`config.mk`:
```
export PLATFORM = sky130hd
export DESIGN_NAME = uart_tx_flat
export DESIGN_NICKNAME = d
export VERILOG_FILES = /design/src/rtl/uart_pkg.sv /design/src/rtl/uart_tx_if.sv /design/src/rtl/uart_tx_fifo.sv /design/src/rtl/uart_tx.sv /design/src/flat_wrapper.sv
export SDC_FILE = /design/constraint.sdc
export NUM_CORES = 1
export LEC_CHECK = 0
export BUFFER_PORTS_ARGS = -buffer_cell sky130_fd_sc_hd__buf_4
export CAP_MARGIN = 10
export CORE_MARGIN = 10
export CORE_UTILIZATION = 30
export DETAILED_ROUTE_END_ITERATION = 12
export PLACE_DENSITY = 0.46
export SETUP_SLACK_MARGIN = 0.5
export SLEW_MARGIN = 20
export SYNTH_ARGS = -nofsm -noshare
export SYNTH_HDL_FRONTEND = slang
export SYNTH_SLANG_ARGS = --single-unit
```
`constraint.sdc`:
```
create_clock -name clk -period 6.7 [get_ports clk]
set_clock_uncertainty 0.1 [all_clocks]
set_input_delay 1.005 -clock clk [delete_from_list [all_inputs] [get_ports clk]]
set_output_delay 1.005 -clock clk [all_outputs]
set_load 0.01 [all_outputs]
```
`src/rtl/uart_pkg.sv`:
```
// Shared UART definitions: frame state type and parity helper.
// Both are used by uart_tx and by the companion receiver.
package uart_pkg;

  typedef enum logic [2:0] {
    IDLE   = 3'd0,
    START  = 3'd1,
    DATA   = 3'd2,
    PARITY = 3'd3,
    STOP   = 3'd4
  } uart_state_e;

  localparam int PARITY_MAX_W = 16;

  // Narrower words are zero-extended by the caller, which leaves the XOR unchanged.
  function automatic logic parity_calc(input logic [PARITY_MAX_W-1:0] data, input logic odd);
    return (^data) ^ odd;
  endfunction

endpackage

```
`src/rtl/uart_tx_if.sv`:
```
// Valid/ready word input of the UART transmitter.
// master drives words in; slave is the transmitter side.
interface uart_tx_if #(
  parameter int DATA_W = 8
);
  logic              in_valid;
  logic              in_ready;
  logic [DATA_W-1:0] in_data;

  modport master (output in_valid, output in_data, input in_ready);
  modport slave  (input in_valid, input in_data, output in_ready);
endinterface

```
`src/rtl/uart_tx_fifo.sv`:
```
// Circular-buffer FIFO with wrapping pointers and an occupancy counter.
// Pushes when full and pops when empty are ignored.
module uart_tx_fifo #(
  parameter int WIDTH = 8,
  parameter int DEPTH = 4,
  localparam int PTR_W = $clog2(DEPTH),
  localparam int LVL_W = PTR_W + 1
) (
  input  logic             clk,
  input  logic             rst_n,
  input  logic             push,
  input  logic [WIDTH-1:0] push_data,
  input  logic             pop,
  output logic [WIDTH-1:0] pop_data,
  output logic             full,
  output logic             empty,
  output logic [LVL_W-1:0] level
);
  logic [WIDTH-1:0] mem_r [DEPTH];
  logic [PTR_W-1:0] wr_ptr_r;
  logic [PTR_W-1:0] rd_ptr_r;
  logic [LVL_W-1:0] level_r;
  logic             do_push_s;
  logic             do_pop_s;

  assign full      = (level_r == LVL_W'(DEPTH));
  assign empty     = (level_r == {LVL_W{1'b0}});
  assign do_push_s = push && !full;
  assign do_pop_s  = pop && !empty;
  assign pop_data  = mem_r[rd_ptr_r];
  assign level     = level_r;

  // Storage array; contents are don't-care until written, so no reset.
  always_ff @(posedge clk) begin
    if (do_push_s) begin
      mem_r[wr_ptr_r] <= push_data;
    end
  end

  // Pointers wrap naturally because DEPTH is a power of two.
  always_ff @(posedge clk or negedge rst_n) begin
    if (!rst_n) begin
      wr_ptr_r <= {PTR_W{1'b0}};
      rd_ptr_r <= {PTR_W{1'b0}};
      level_r  <= {LVL_W{1'b0}};
    end else begin
      if (do_push_s) begin
        wr_ptr_r <= wr_ptr_r + PTR_W'(1);
      end
      if (do_pop_s) begin
        rd_ptr_r <= rd_ptr_r + PTR_W'(1);
      end
      case ({do_push_s, do_pop_s})
        2'b10:   level_r <= level_r + LVL_W'(1);
        2'b01:   level_r <= level_r - LVL_W'(1);
        default: level_r <= level_r;
      endcase
    end
  end

endmodule

```
`src/rtl/uart_tx.sv`:
```
// UART transmitter: FIFO-buffered words sent LSB-first as start/data/[parity]/stop frames.
// Define UART_TX_PARITY_EN to build the parity bit (sense selected by PARITY_ODD).
module uart_tx
  import uart_pkg::*;
#(
  parameter int DATA_W       = 8,
  parameter int CLKS_PER_BIT = 16,
  parameter int STOP_BITS    = 1,
  parameter int FIFO_DEPTH   = 4,
  parameter int PARITY_ODD   = 0
) (
  input  logic                        clk,
  input  logic                        rst_n,
  uart_tx_if.slave                    in_if,
  output logic                        tx,
  output logic                        busy,
  output logic                        frame_done,
  output logic [$clog2(FIFO_DEPTH):0] fifo_level
);
  localparam int STOP_LEN = STOP_BITS * CLKS_PER_BIT;
  localparam int CNT_W    = $clog2(STOP_LEN);
  localparam int BIT_W    = $clog2(DATA_W);
  localparam int LVL_W    = $clog2(FIFO_DEPTH) + 1;
  localparam logic [CNT_W-1:0] BIT_END  = CNT_W'(CLKS_PER_BIT - 1);
  localparam logic [CNT_W-1:0] STOP_END = CNT_W'(STOP_LEN - 1);
  localparam logic [BIT_W-1:0] LAST_BIT = BIT_W'(DATA_W - 1);

  uart_state_e       state_r;
  uart_state_e       state_s;
  logic [CNT_W-1:0]  cnt_r;
  logic [CNT_W-1:0]  cnt_s;
  logic [BIT_W-1:0]  bit_r;
  logic [BIT_W-1:0]  bit_s;
  logic [DATA_W-1:0] shift_r;
  logic [DATA_W-1:0] shift_s;
  logic              pop_s;
  logic              tx_s;
  logic              busy_s;
  logic              frame_done_s;
  logic              push_acc_s;
  logic [LVL_W-1:0]  level_next_s;
  logic [DATA_W-1:0] head_s;
  logic              full_s;
  logic              empty_s;
`ifdef UART_TX_PARITY_EN
  localparam logic ODD_SENSE = 1'(PARITY_ODD);
  logic              parity_r;
  logic              parity_s;
`endif

  uart_tx_fifo #(
    .WIDTH (DATA_W),
    .DEPTH (FIFO_DEPTH)
  ) u_fifo (
    .clk       (clk),
    .rst_n     (rst_n),
    .push      (in_if.in_valid),
    .push_data (in_if.in_data),
    .pop       (pop_s),
    .pop_data  (head_s),
    .full      (full_s),
    .empty     (empty_s),
    .level     (fifo_level)
  );

  assign in_if.in_ready = !full_s;
  assign push_acc_s     = in_if.in_valid && !full_s;
  assign level_next_s   = fifo_level + LVL_W'(push_acc_s) - LVL_W'(pop_s);

  // Next-state, counters and shift register; the baud counter restarts on every state change.
  always_comb begin
    state_s = state_r;
    cnt_s   = cnt_r + CNT_W'(1);
    bit_s   = bit_r;
    shift_s = shift_r;
    pop_s   = 1'b0;
`ifdef UART_TX_PARITY_EN
    parity_s = parity_r;
`endif
    case (state_r)
      IDLE: begin
        cnt_s = {CNT_W{1'b0}};
        if (!empty_s) begin
          pop_s   = 1'b1;
          shift_s = head_s;
`ifdef UART_TX_PARITY_EN
          parity_s = parity_calc(PARITY_MAX_W'(head_s), ODD_SENSE);
`endif
          state_s = START;
        end else begin
          state_s = IDLE;
        end
      end
      START: begin
        if (cnt_r == BIT_END) begin
          cnt_s   = {CNT_W{1'b0}};
          bit_s   = {BIT_W{1'b0}};
          state_s = DATA;
        end else begin
          state_s = START;
        end
      end
      DATA: begin
        if (cnt_r == BIT_END) begin
          cnt_s = {CNT_W{1'b0}};
          if (bit_r == LAST_BIT) begin
`ifdef UART_TX_PARITY_EN
            state_s = PARITY;
`else
            state_s = STOP;
`endif
          end else begin
            bit_s   = bit_r + BIT_W'(1);
            shift_s = shift_r >> 1;
          end
        end else begin
          state_s = DATA;
        end
      end
`ifdef UART_TX_PARITY_EN
      PARITY: begin
        if (cnt_r == BIT_END) begin
          cnt_s   = {CNT_W{1'b0}};
          state_s = STOP;
        end else begin
          state_s = PARITY;
        end
      end
`endif
      STOP: begin
        if (cnt_r == STOP_END) begin
          cnt_s = {CNT_W{1'b0}};
          if (!empty_s) begin
            pop_s   = 1'b1;
            shift_s = head_s;
`ifdef UART_TX_PARITY_EN
            parity_s = parity_calc(PARITY_MAX_W'(head_s), ODD_SENSE);
`endif
            state_s = START;
          end else begin
            state_s = IDLE;
          end
        end else begin
          state_s = STOP;
        end
      end
      default: begin
        state_s = IDLE;
        cnt_s   = {CNT_W{1'b0}};
      end
    endcase
  end

  // Output values for the coming cycle, derived from the next state so they register in step with it.
  always_comb begin
    case (state_s)
      START:   tx_s = 1'b0;
      DATA:    tx_s = shift_s[0];
`ifdef UART_TX_PARITY_EN
      PARITY:  tx_s = parity_s;
`endif
      default: tx_s = 1'b1;
    endcase
    frame_done_s = (state_s == STOP) && (cnt_s == STOP_END);
    busy_s       = (state_s != IDLE) || (level_next_s != {LVL_W{1'b0}});
  end

  // State, datapath and registered outputs; reset drives the line idle-high at once.
  always_ff @(posedge clk or negedge rst_n) begin
    if (!rst_n) begin
      state_r    <= IDLE;
      cnt_r      <= {CNT_W{1'b0}};
      bit_r      <= {BIT_W{1'b0}};
      shift_r    <= {DATA_W{1'b0}};
      tx         <= 1'b1;
      busy       <= 1'b0;
      frame_done <= 1'b0;
    end else begin
      state_r    <= state_s;
      cnt_r      <= cnt_s;
      bit_r      <= bit_s;
      shift_r    <= shift_s;
      tx         <= tx_s;
      busy       <= busy_s;
      frame_done <= frame_done_s;
    end
  end

`ifdef UART_TX_PARITY_EN
  // Parity of the word latched at pop time.
  always_ff @(posedge clk or negedge rst_n) begin
    if (!rst_n) begin
      parity_r <= 1'b0;
    end else begin
      parity_r <= parity_s;
    end
  end
`endif

endmodule

```
`src/flat_wrapper.sv`:
```
// flat-port wrapper written by rule: the top's interface ports become plain ports
module uart_tx_flat import uart_pkg::*;
#(
  parameter int DATA_W       = 8,
  parameter int CLKS_PER_BIT = 16,
  parameter int STOP_BITS    = 1,
  parameter int FIFO_DEPTH   = 4,
  parameter int PARITY_ODD   = 0
)
  (clk, rst_n, tx, busy, frame_done, fifo_level, in_if_in_valid, in_if_in_data, in_if_in_ready);
  uart_tx_if #(.DATA_W(DATA_W)) in_if_i ();
  input  logic clk;
  input  logic rst_n;
  output logic tx;
  output logic busy;
  output logic frame_done;
  output logic [$clog2(FIFO_DEPTH):0] fifo_level;
  input wire logic [$bits(in_if_i.in_valid)-1:0] in_if_in_valid;
  input wire logic [$bits(in_if_i.in_data)-1:0] in_if_in_data;
  output wire logic [$bits(in_if_i.in_ready)-1:0] in_if_in_ready;
  assign in_if_i.in_valid = in_if_in_valid;
  assign in_if_i.in_data = in_if_in_data;
  assign in_if_in_ready = in_if_i.in_ready;
  uart_tx #(.DATA_W(DATA_W), .CLKS_PER_BIT(CLKS_PER_BIT), .STOP_BITS(STOP_BITS), .FIFO_DEPTH(FIFO_DEPTH), .PARITY_ODD(PARITY_ODD)) u_core (.clk(clk), .rst_n(rst_n), .in_if(in_if_i), .tx(tx), .busy(busy), .frame_done(frame_done), .fifo_level(fifo_level));
endmodule
```
Word level (Yosys, flattened, before mapping)
Memories as Yosys holds them, arrays and structs flattened.
Cells that the tools add are included.
{"block": "word_totals", "n_memories": 1, "elab_cells": 76, "mem_bits_rw": 32, "ff_bits": 28, "latchBits": 0, "rom_bits": 0}
{"name": "u_core.u_fifo.mem_r", "depth": 4, "width": 8, "rd": 1, "rd_ports_with_merged_regs": 0, "wr": 1, "line": "uart_tx_fifo.sv:19", "rtl": "logic [WIDTH-1:0] mem_r [DEPTH];"}
{"block": "op_classes", "magnitude_cmp": 0, "n_reduce_logical": 16, "mux": 24, "n_addsub": 8, "multipliers": 0, "bitwise_logic": 0, "eq_ne": 16, "n_div": 0, "n_shift": 0}
{"op": "$mux 8", "n": 4}
{"op": "$pmux 8 s3", "n": 1}
{"op": "$mux 3", "n": 6}
{"op": "$eq 3x3->1 const B", "n": 4}
{"op": "$pmux 3 s2", "n": 2}
{"op": "$pmux 3 s4", "n": 1}
{"op": "$reduce_bool 3->1", "n": 3}
{"op": "$eq 4x4->1 const B", "n": 2}
{"op": "$mux 4", "n": 2}
{"op": "$reduce_and 4->1", "n": 2}
{"op": "$add 3x1->3 const B", "n": 2}
{"op": "$eq 3x1->1 const B", "n": 2}
{"op": "$eq 3x2->1 const B", "n": 2}
{"op": "$logic_not 3->1", "n": 2}
{"op": "$ne 2x1->1 const B", "n": 3}
{"op": "$mux 1", "n": 5}
{"op": "$add 2x1->2 const B", "n": 2}
{"op": "$add 4x1->4 const B", "n": 1}
{"op": "$pmux 1 s2", "n": 2}
{"op": "$reduce_bool 2->1", "n": 2}
{"op": "$add 3x1->3", "n": 1}
{"op": "$logic_and 1x1->1", "n": 3}
{"op": "$reduce_or 3->1", "n": 1}
{"op": "$sub 3x1->3", "n": 1}
{"op": "7 further kinds", "n": 8}

Depth between registers and ports, before layout
Gate-level depths: netlist of the first run.
{"block": "depth", "ltp_word": 7, "ltp_mapped": 12}

Hierarchy
A second synthesis of the first run with hierarchy kept.
{"block": "hier_totals", "hier_cells": 188, "area_unflattened_um2": 2825.2}
{"module": "uart_tx_fifo", "instances": 1, "area_per_inst_um2": 1592.8, "cells_each": 79, "seq_area_each_um2": 1136.1}
{"module": "uart_tx", "instances": 1, "area_per_inst_um2": 1232.4, "cells_each": 109, "seq_area_each_um2": 526.8}

Worst setup path after synthesis of the first run
Ideal clock, no wire load.
{"block": "synth_path", "kind": "reg2reg", "startpoint": "register u_core.u_fifo.level_r[2] (netlist: u_core.u_fifo.level[2])", "endpoint": "register u_core.busy", "path_stages_with_launch": 11, "required_time_ns": 6.461, "arrival_time_ns": 2.821, "n_path_buf": 0, "synth_period_minus_slack_ns": 3.060, "setup_slack_ns": 3.640, "cell_sequence": "dfrtp_1 -> nor3_1 -> a2111oi_0 -> ha_1 -> inv_1 -> ha_1 -> fa_1 -> xnor2_1 -> xnor2_1 -> nand2_1 -> or4_1"}
{"block": "synth_via", "elab_chain_len": 7, "elab_cells_between_ends": 15, "classes_between": "2 x add/sub; 1 x eq/ne; 6 x mux; 6 x reduce/logical"}
{"element": "start, declared", "line": "uart_tx_fifo.sv:22", "rtl": "logic [LVL_W-1:0] level_r;"}
{"element": "start signal, assigned", "line": "uart_tx_fifo.sv:45", "rtl": "level_r <= {LVL_W{1'b0}};"}
{"element": "start signal, assigned", "line": "uart_tx_fifo.sv:54", "rtl": "2'b10: level_r <= level_r + LVL_W'(1);"}
{"element": "start signal, assigned", "line": "uart_tx_fifo.sv:55", "rtl": "2'b01: level_r <= level_r - LVL_W'(1);"}
{"element": "$eq 3x3->1 / $logic_not 3->1 (equally long branches)", "line": "uart_tx_fifo.sv:26, uart_tx_fifo.sv:27"}
{"element": "$logic_not 1->1 / $mux 1 (equally long branches)", "line": "uart_tx.sv:67, uart_tx.sv:83, uart_tx.sv:133"}
{"element": "$logic_and 1x1->1 / $mux 1 (equally long branches)", "line": "uart_tx.sv:67, uart_tx.sv:131"}
{"element": "$add 3x1->3 / $pmux 1 s2 (equally long branches)", "line": "uart_tx.sv:68, uart_tx.sv:80"}
{"element": "$sub 3x1->3", "line": "uart_tx.sv:68", "rtl": "assign level_next_s = fifo_level + LVL_W'(push_acc_s) - LVL_W'(pop_s);"}
{"element": "$reduce_bool 3->1", "line": "uart_tx.sv:165", "rtl": "busy_s = (state_s != IDLE) || (level_next_s != {LVL_W{1'b0}});"}
{"element": "$logic_or 1x1->1 (*)", "line": "uart_tx.sv:165"}
{"element": "via u_core.busy_s", "line": "uart_tx.sv:38", "rtl": "logic busy_s;"}
{"element": "end signal, assigned", "line": "uart_tx.sv:184", "rtl": "busy <= busy_s;"}
{"element": "end, declared", "line": "uart_tx.sv:16", "rtl": "output logic busy,"}
Mark *: on every way through the listed nets, which the timed path passes. The rest lies on a longest branch.
A chain may end at the register's enable or synchronous reset.

Worst setup path after layout of the first run
{"block": "layout_path", "startpoint": "register u_core.cnt_r[0]", "endpoint": "register u_core.busy"}
{"block": "layout_via", "elab_chain_len": 6, "elab_cells_between_ends": 11, "classes_between": "1 x add/sub; 1 x eq/ne; 6 x mux; 3 x reduce/logical"}
{"element": "start, declared", "line": "uart_tx.sv:30", "rtl": "logic [CNT_W-1:0] cnt_r;"}
{"element": "start signal, assigned", "line": "uart_tx.sv:172", "rtl": "cnt_r <= {CNT_W{1'b0}};"}
{"element": "start signal, assigned", "line": "uart_tx.sv:180", "rtl": "cnt_r <= cnt_s;"}
{"element": "$eq 4x4->1 (*)", "line": "uart_tx.sv:95, uart_tx.sv:104, uart_tx.sv:131"}
{"element": "$mux 1", "line": "uart_tx.sv:131", "rtl": "if (cnt_r == STOP_END) begin"}
{"element": "$pmux 1 s2", "line": "uart_tx.sv:80", "rtl": "case (state_r)"}
{"element": "$sub 3x1->3", "line": "uart_tx.sv:68"}
{"element": "$reduce_bool 3->1", "line": "uart_tx.sv:165"}
{"element": "$logic_or 1x1->1 (*)", "line": "uart_tx.sv:165"}
{"element": "via u_core.busy_s", "line": "uart_tx.sv:38"}
Marked as above.

==> results of run 1 <==
## cell type report
type,instances,share of cell area
flip-flops and latches,60,0.511
multi-input cells,130,0.329
well taps,129,0.0496
repair buffers,17,0.0392
clock buffers,9,0.0381
clock inverters,7,0.0162
inverters,14,0.0162
## state kept, by name, summed over array words and instances, names as in the netlist, 2 cells and up
name and flops:
u_core.cnt_r 4, u_core.state_r 3, u_core.u_fifo.level 3, u_core.u_fifo.rd_ptr_r 2
u_core.shift_r 8, u_core.bit_r 3, u_core.u_fifo.mem_r 32, u_core.u_fifo.wr_ptr_r 2
## Yosys cell counts (3+ instances only)
master	number	area, µm²
mux2i_1	3	30.0
ha_1	10	125
and3_1	6	37.5
dfrtp_1	27	676
mux4_2	8	180
a221o_1	5	50.1
clkbuf_1	5	18.8
inv_1	14	52.6
xnor2_1	6	52.6
nor2_1	7	26.3
o2bb2ai_1	3	26.3
a21oi_1	11	55.1
xor2_1	3	26.3
nand3_1	9	45.0
a31oi_1	3	18.8
nand4b_1	3	26.3
nor3_1	3	15.0
edfxtp_1	32	961
nand2_1	16	60.1
o21ai_0	6	30.0
## worst max-delay path: stages (launching register included)
cell and delay [ns]:
dfrtp_1 0.41, ha_1 0.31, nand3_1 0.33, a2111oi_0 0.53, ha_1 0.18, inv_1 0.04, ha_1 0.18, fa_1 0.37
xnor2_1 0.17, xnor2_1 0.13, nand2_1 0.06, or4_1 0.39
## kinds of logic after synthesis
| logic type | Yosys count | synth area share |
|---|---|---|
| AOI/OAI and AO/OA | 39 | 0.102 |
| xor gates and xnor gates | 9 | 0.0278 |
| adders and majority gates | 12 | 0.0582 |
| buffers and inverters | 23 | 0.0374 |
| DFF | 60 | 0.585 |
| muxes | 12 | 0.0780 |
| and+or+nand+nor | 58 | 0.111 |
## power by group through the flow
stage          Sequential, mW  Clock (mW)  Combinational [mW]
6_report                0.477       0.295               0.189
5_1_grt                 0.483       0.319               0.219
4_1_cts                 0.478       0.301               0.194
3_5_place_dp            0.486           0               0.194
3_3_place_gp            0.484           0               0.195
2_1_floorplan           0.482           0               0.130
## worst paths after layout
check	from	endpoint	cells past startpoint
max in group asynchronous	rst_n	u_core.tx	1
setup / recovery	u_core.cnt_r[0]	u_core.busy	11
hold reg to reg	u_core.bit_r[1]	u_core.bit_r[1]	1
hold / removal	u_core.bit_r[1]	u_core.bit_r[1]	1
setup reg to reg	u_core.cnt_r[0]	u_core.busy	11
min in group asynchronous	rst_n	u_core.u_fifo.level[1]	1
## metrics by stage
| stage | worst slack [ns] | cells | total power [mW] | util | hold slack (ns) |
|---|---|---|---|---|---|
| floorplan | 3.64 | 213 | 0.612 | - | 0.372 |
| global placement | 3.43 | 350 | 0.678 | 0.333 | 0.397 |
| detailed placement | 3.35 | 350 | 0.679 | 0.333 | 0.407 |
| CTS | 3.35 | 366 | 0.973 | 0.352 | 0.429 |
| global route | 3.05 | 366 | 1.02 | 0.352 | 0.448 |
| finish | 3.37 | 366 | 0.961 | 0.352 | 0.419 |
## routing by layer
metal  wire, µm  GRT usage  part of all wire  up-vias
met5          0          0                 0        -
met4         45     0.0391            0.0080        0
met3        217     0.0297             0.039        4
met2       2670      0.136              0.47       29
met1       2700      0.103              0.48      829
li1           -          -                 -      833
==> out/qor.txt, run 1 <==
RSZ-0062 raised after global routing -> false
First DRT Iteration DRCs -> 57
First-pass GRT wire length -> 9.52 mm
Netlist cell types -> 46
Placer Congestion -> 0.713
Syn Inst Count -> 213
Most frequent cells in the layout -> 32 x edfxtp_1, 27 x dfrtp_1, 17 x buf_4
Sequential share of power -> 0.497
IO Count -> 18
FF+latch count, synth -> 60
Post-cts resize count -> 0
P per Cell Area -> 295 nW/µm²
Wirelength per Cell -> 15.4 µm
Gr ovfl total -> 0
Total clock sinks -> 60
Tightest Hold Check Type -> flip-flop to flip-flop
Worst Setup Path Type -> flip-flop to flip-flop
Final Max Tran Viols -> 0
Critical Path Start Type -> flip-flop
Total Routed Length -> 5.63 mm
CP max FO -> 9
Worst-Margin Slew -> 0.913 ns
Worst-Skew Late Latency -> 0.34 ns
Clock-pin transition on the worst setup and hold timing paths -> 0.07 ns
Root buffer cell -> clkbuf_8
CORE AREA -> 9240 µm²
# rows -> 35
Setup TNS Final -> 0 ns
Minimum clock period after layout -> 3.33 ns
All-Layer GR Usage -> 0.0859
Register area share after synthesis -> 0.585
Initial antenna violation count -> 0
CTS tree -> yes
Int Power -> 667 µW
Synth async-reset ratio -> 0.467
H-tree Lvls -> 3
Drt drc -> 0
Longest Clk Path Bufs -> 2
Required @ worst endpoint -> 6.81 ns
Post-synth EDFFs -> 32
Port bufs -> 17
Max Cap Viol -> 0
Drt pass-1 iters -> 4
Final hold violations -> 0
Area growth from synthesis to layout -> 14.5%
Worst R2R Setup Slack -> 3.37 ns
Full die area -> 13800 µm²
# nets final -> 255
Antenna viol nets, final -> 0
Comb power frac -> 0.197
Mapped Nets -> 236
Largest net degree at the start of global routing -> 29
Fin area -> 3250 µm²
Avg Inst Size Synth -> 13.3 µm²
Vias per cell -> 4.63
# Post-CTS Setup Buffers -> 0
Switching Share -> 0.306
Commonest non-fill, non-tap cell in the layout -> edfxtp_1
Initial core utilization -> 0.307
Lkg Pwr -> 1.25 nW
Die W -> 117 µm
Via count -> 1695
Status -> finished clean
Share of cells above drive strength 1 -> 0.207
Cts hold-fix bufs -> 0
Layout fillers -> 914
Vias in the first global route -> 1856
Die height -> 117 µm
CP endpoint kind -> flip-flop
Synthesized area -> 2840 µm²
Critical path arrival -> 3.44 ns
Final HPWL DP -> 3.78 mm
Clock power share -> 0.307
NetSw -> 294 µW
DP Area -> 3080 µm²
Ant. Diodes -> 0
Syn. warnings -> 0
Setup violators final -> 0
FMAX -> 300 MHz
Top_reg_cell synth -> edfxtp_1
Final Cycle Share -> 0.497
FF+latch area -> 1660 µm²
Peak VDD IR -> 0.125 mV
Multi-input gate area -> 1070 µm²
Slew margin rel. -> 0.387
CTS Buf Count -> 9
Power figures use the tool's default switching activity.
==> inputs of run 2 (changes only) <==
Clock period 6.7 ns to 3.3 ns, I/O delays scaled along.
==> out/qor.txt, run 2 (synthesized netlist as in run 1, its figures left out) <==
Max Cap Viol -> 0
Die W -> 117 µm
Worst-Margin Slew -> 0.576 ns
Most flops, register -> u_core.u_fifo.mem_r
Total clock sinks -> 60
First-pass GRT wire length -> 9.53 mm
RSZ-0062 raised after global routing -> true
Drt drc -> 0
CP max FO -> 5
Tot Pwr -> 2.19 mW
Max reg flops -> 32
CTS Buf Count -> 9
IO Count -> 18
Vias per cell -> 4.58
Initial core utilization -> 0.307
Longest Clk Path Bufs -> 2
Worst-Skew Late Latency -> 0.33 ns
Lkg Pwr -> 1.34 nW
Critical Path Start Type -> flip-flop
Final HPWL DP -> 3.88 mm
Setup TNS Final -> 0 ns
Ant. Diodes -> 0
Most frequent cells in the layout -> 32 x edfxtp_1, 28 x buf_4, 23 x dfrtp_1
Worst reg2reg endpoint -> u_core.busy
Die height -> 117 µm
Status -> finished clean
Clock-pin transition on the worst setup and hold timing paths -> 0.08 ns
Largest net degree at the start of global routing -> 29
Wirelength per Cell -> 15.1 µm
DP Area -> 3160 µm²
Commonest non-fill, non-tap cell in the layout -> edfxtp_1
Vias in the first global route -> 1906
Share of cells above drive strength 1 -> 0.304
Worst R2R Setup Slack -> 0.60 ns
H-tree Lvls -> 3
Placer Congestion -> 0.770
CORE AREA -> 9240 µm²
Tightest Hold Check Type -> input pin to flip-flop
Reg-to-Reg Start -> u_core.u_fifo.level[0]
First DRT Iteration DRCs -> 62
Critical Path Sink -> u_core.busy
CTS tree -> yes
# nets final -> 268
Required @ worst endpoint -> 3.40 ns
Port bufs -> 17
Final Max Tran Viols -> 0
Biggest regs -> u_core.u_fifo.mem_r (32), u_core.shift_r (8), u_core.cnt_r (4)
Root buffer cell -> clkbuf_8
Fin area -> 3490 µm²
Via count -> 1735
Full die area -> 13800 µm²
WHS -> 0.259 ns
Critical path arrival -> 2.80 ns
Minimum clock period after layout -> 2.70 ns
Slew margin rel. -> 0.616
Setup violators final -> 0
Gr ovfl total -> 0
Area growth from synthesis to layout -> 23.0%
Drt pass-1 iters -> 4
P per Cell Area -> 627 nW/µm²
Peak VDD IR -> 0.285 mV
Total Routed Length -> 5.73 mm
CP endpoint kind -> flip-flop
Worst Setup Path Type -> flip-flop to flip-flop
Initial antenna violation count -> 0
Final hold violations -> 0
Crit path from -> u_core.u_fifo.level[0]
FMAX -> 371 MHz
Reg2reg path depth -> 11
Final Cycle Share -> 0.817
# rows -> 35
Antenna viol nets, final -> 0
All-Layer GR Usage -> 0.0860
-- run 2: cell types whose count changed in the layout (fill, tap and decap cells not counted), moves of 2 or more --
| cell | previous run | this run |
|---|---|---|
| inv_1 | 14 | 12 |
| nand3_1 | 9 | 7 |
| ha_1 | 10 | 8 |
| dfrtp_1 | 27 | 23 |
| nand3_4 | 0 | 2 |
| dfrtp_2 | 0 | 4 |
| buf_4 | 17 | 28 |
| bufinv_16 | 0 | 2 |
-- run 2: worst min path at each step --
stage                                end  slack (ns)  cells past startpoint              from
6_report       u_core.u_fifo.mem_r[2][0]        0.26                      1  in_if_in_data[0]
5_1_grt        u_core.u_fifo.mem_r[0][1]        0.24                      1  in_if_in_data[1]
4_1_cts        u_core.u_fifo.mem_r[2][0]        0.24                      1  in_if_in_data[0]
3_5_place_dp             u_core.cnt_r[3]        0.35                      1             rst_n
3_3_place_gp           u_core.frame_done        0.34                      1             rst_n
2_1_floorplan            u_core.bit_r[0]         0.1                      0             rst_n
-- run 2: per-layer routing --
layer	track usage	routed length (µm)	vias up
met5	0	0	-
met4	0.0352	53	0
met3	0.0273	163	4
met2	0.143	2870	19
met1	0.0994	2650	849
li1	-	-	863
-- run 2: timing repair --
item / in CTS / in global routing
endpoints found under the hold margin: 27 / 0
endpoints found under the setup margin: 1 / 1
setup buffers: 6 / 2
hold buffers: 1 / 0
resized for setup: 3 / 9
pin swaps: 3 / 8
-- run 2: area by class of cell --
class                   count  area (µm²)
inverters                  14        55.1
flip-flops and latches     60        1670
clock inverters             7        98.8
multi-input cells         130        1150
fillers                   926        5750
well taps                 129         161
clock buffers               9         124
repair buffers             30         231
-- run 2: stage by stage --
stage / std cells / setup WS [ns] / util
3_5_place_dp: 354 / 0.341 / 0.342
3_3_place_gp: 354 / 0.410 / 0.342
5_1_grt: 379 / 0.420 / 0.378
6_report: 379 / 0.605 / 0.378
2_1_floorplan: 213 / 0.514 / -
4_1_cts: 377 / 0.502 / 0.373
-- run 2: where the power goes --
group          switching, mW  internal (mW)  leakage [nW]  total (mW)
clock                  0.310          0.429         0.110       0.739
sequential            0.0660          0.915         0.631       0.981
combinational          0.249          0.220         0.599       0.469
-- run 2: worst max-delay path: stages (launching register included) --
cell and delay, ns:
dfrtp_2 0.41, buf_6 0.13, nor3_4 0.24, a2111oi_4 0.08
ha_1 0.28, inv_1 0.04, ha_2 0.17, fa_2 0.37
xnor2_2 0.15, xnor2_1 0.16, nand2_1 0.06, or4_1 0.39
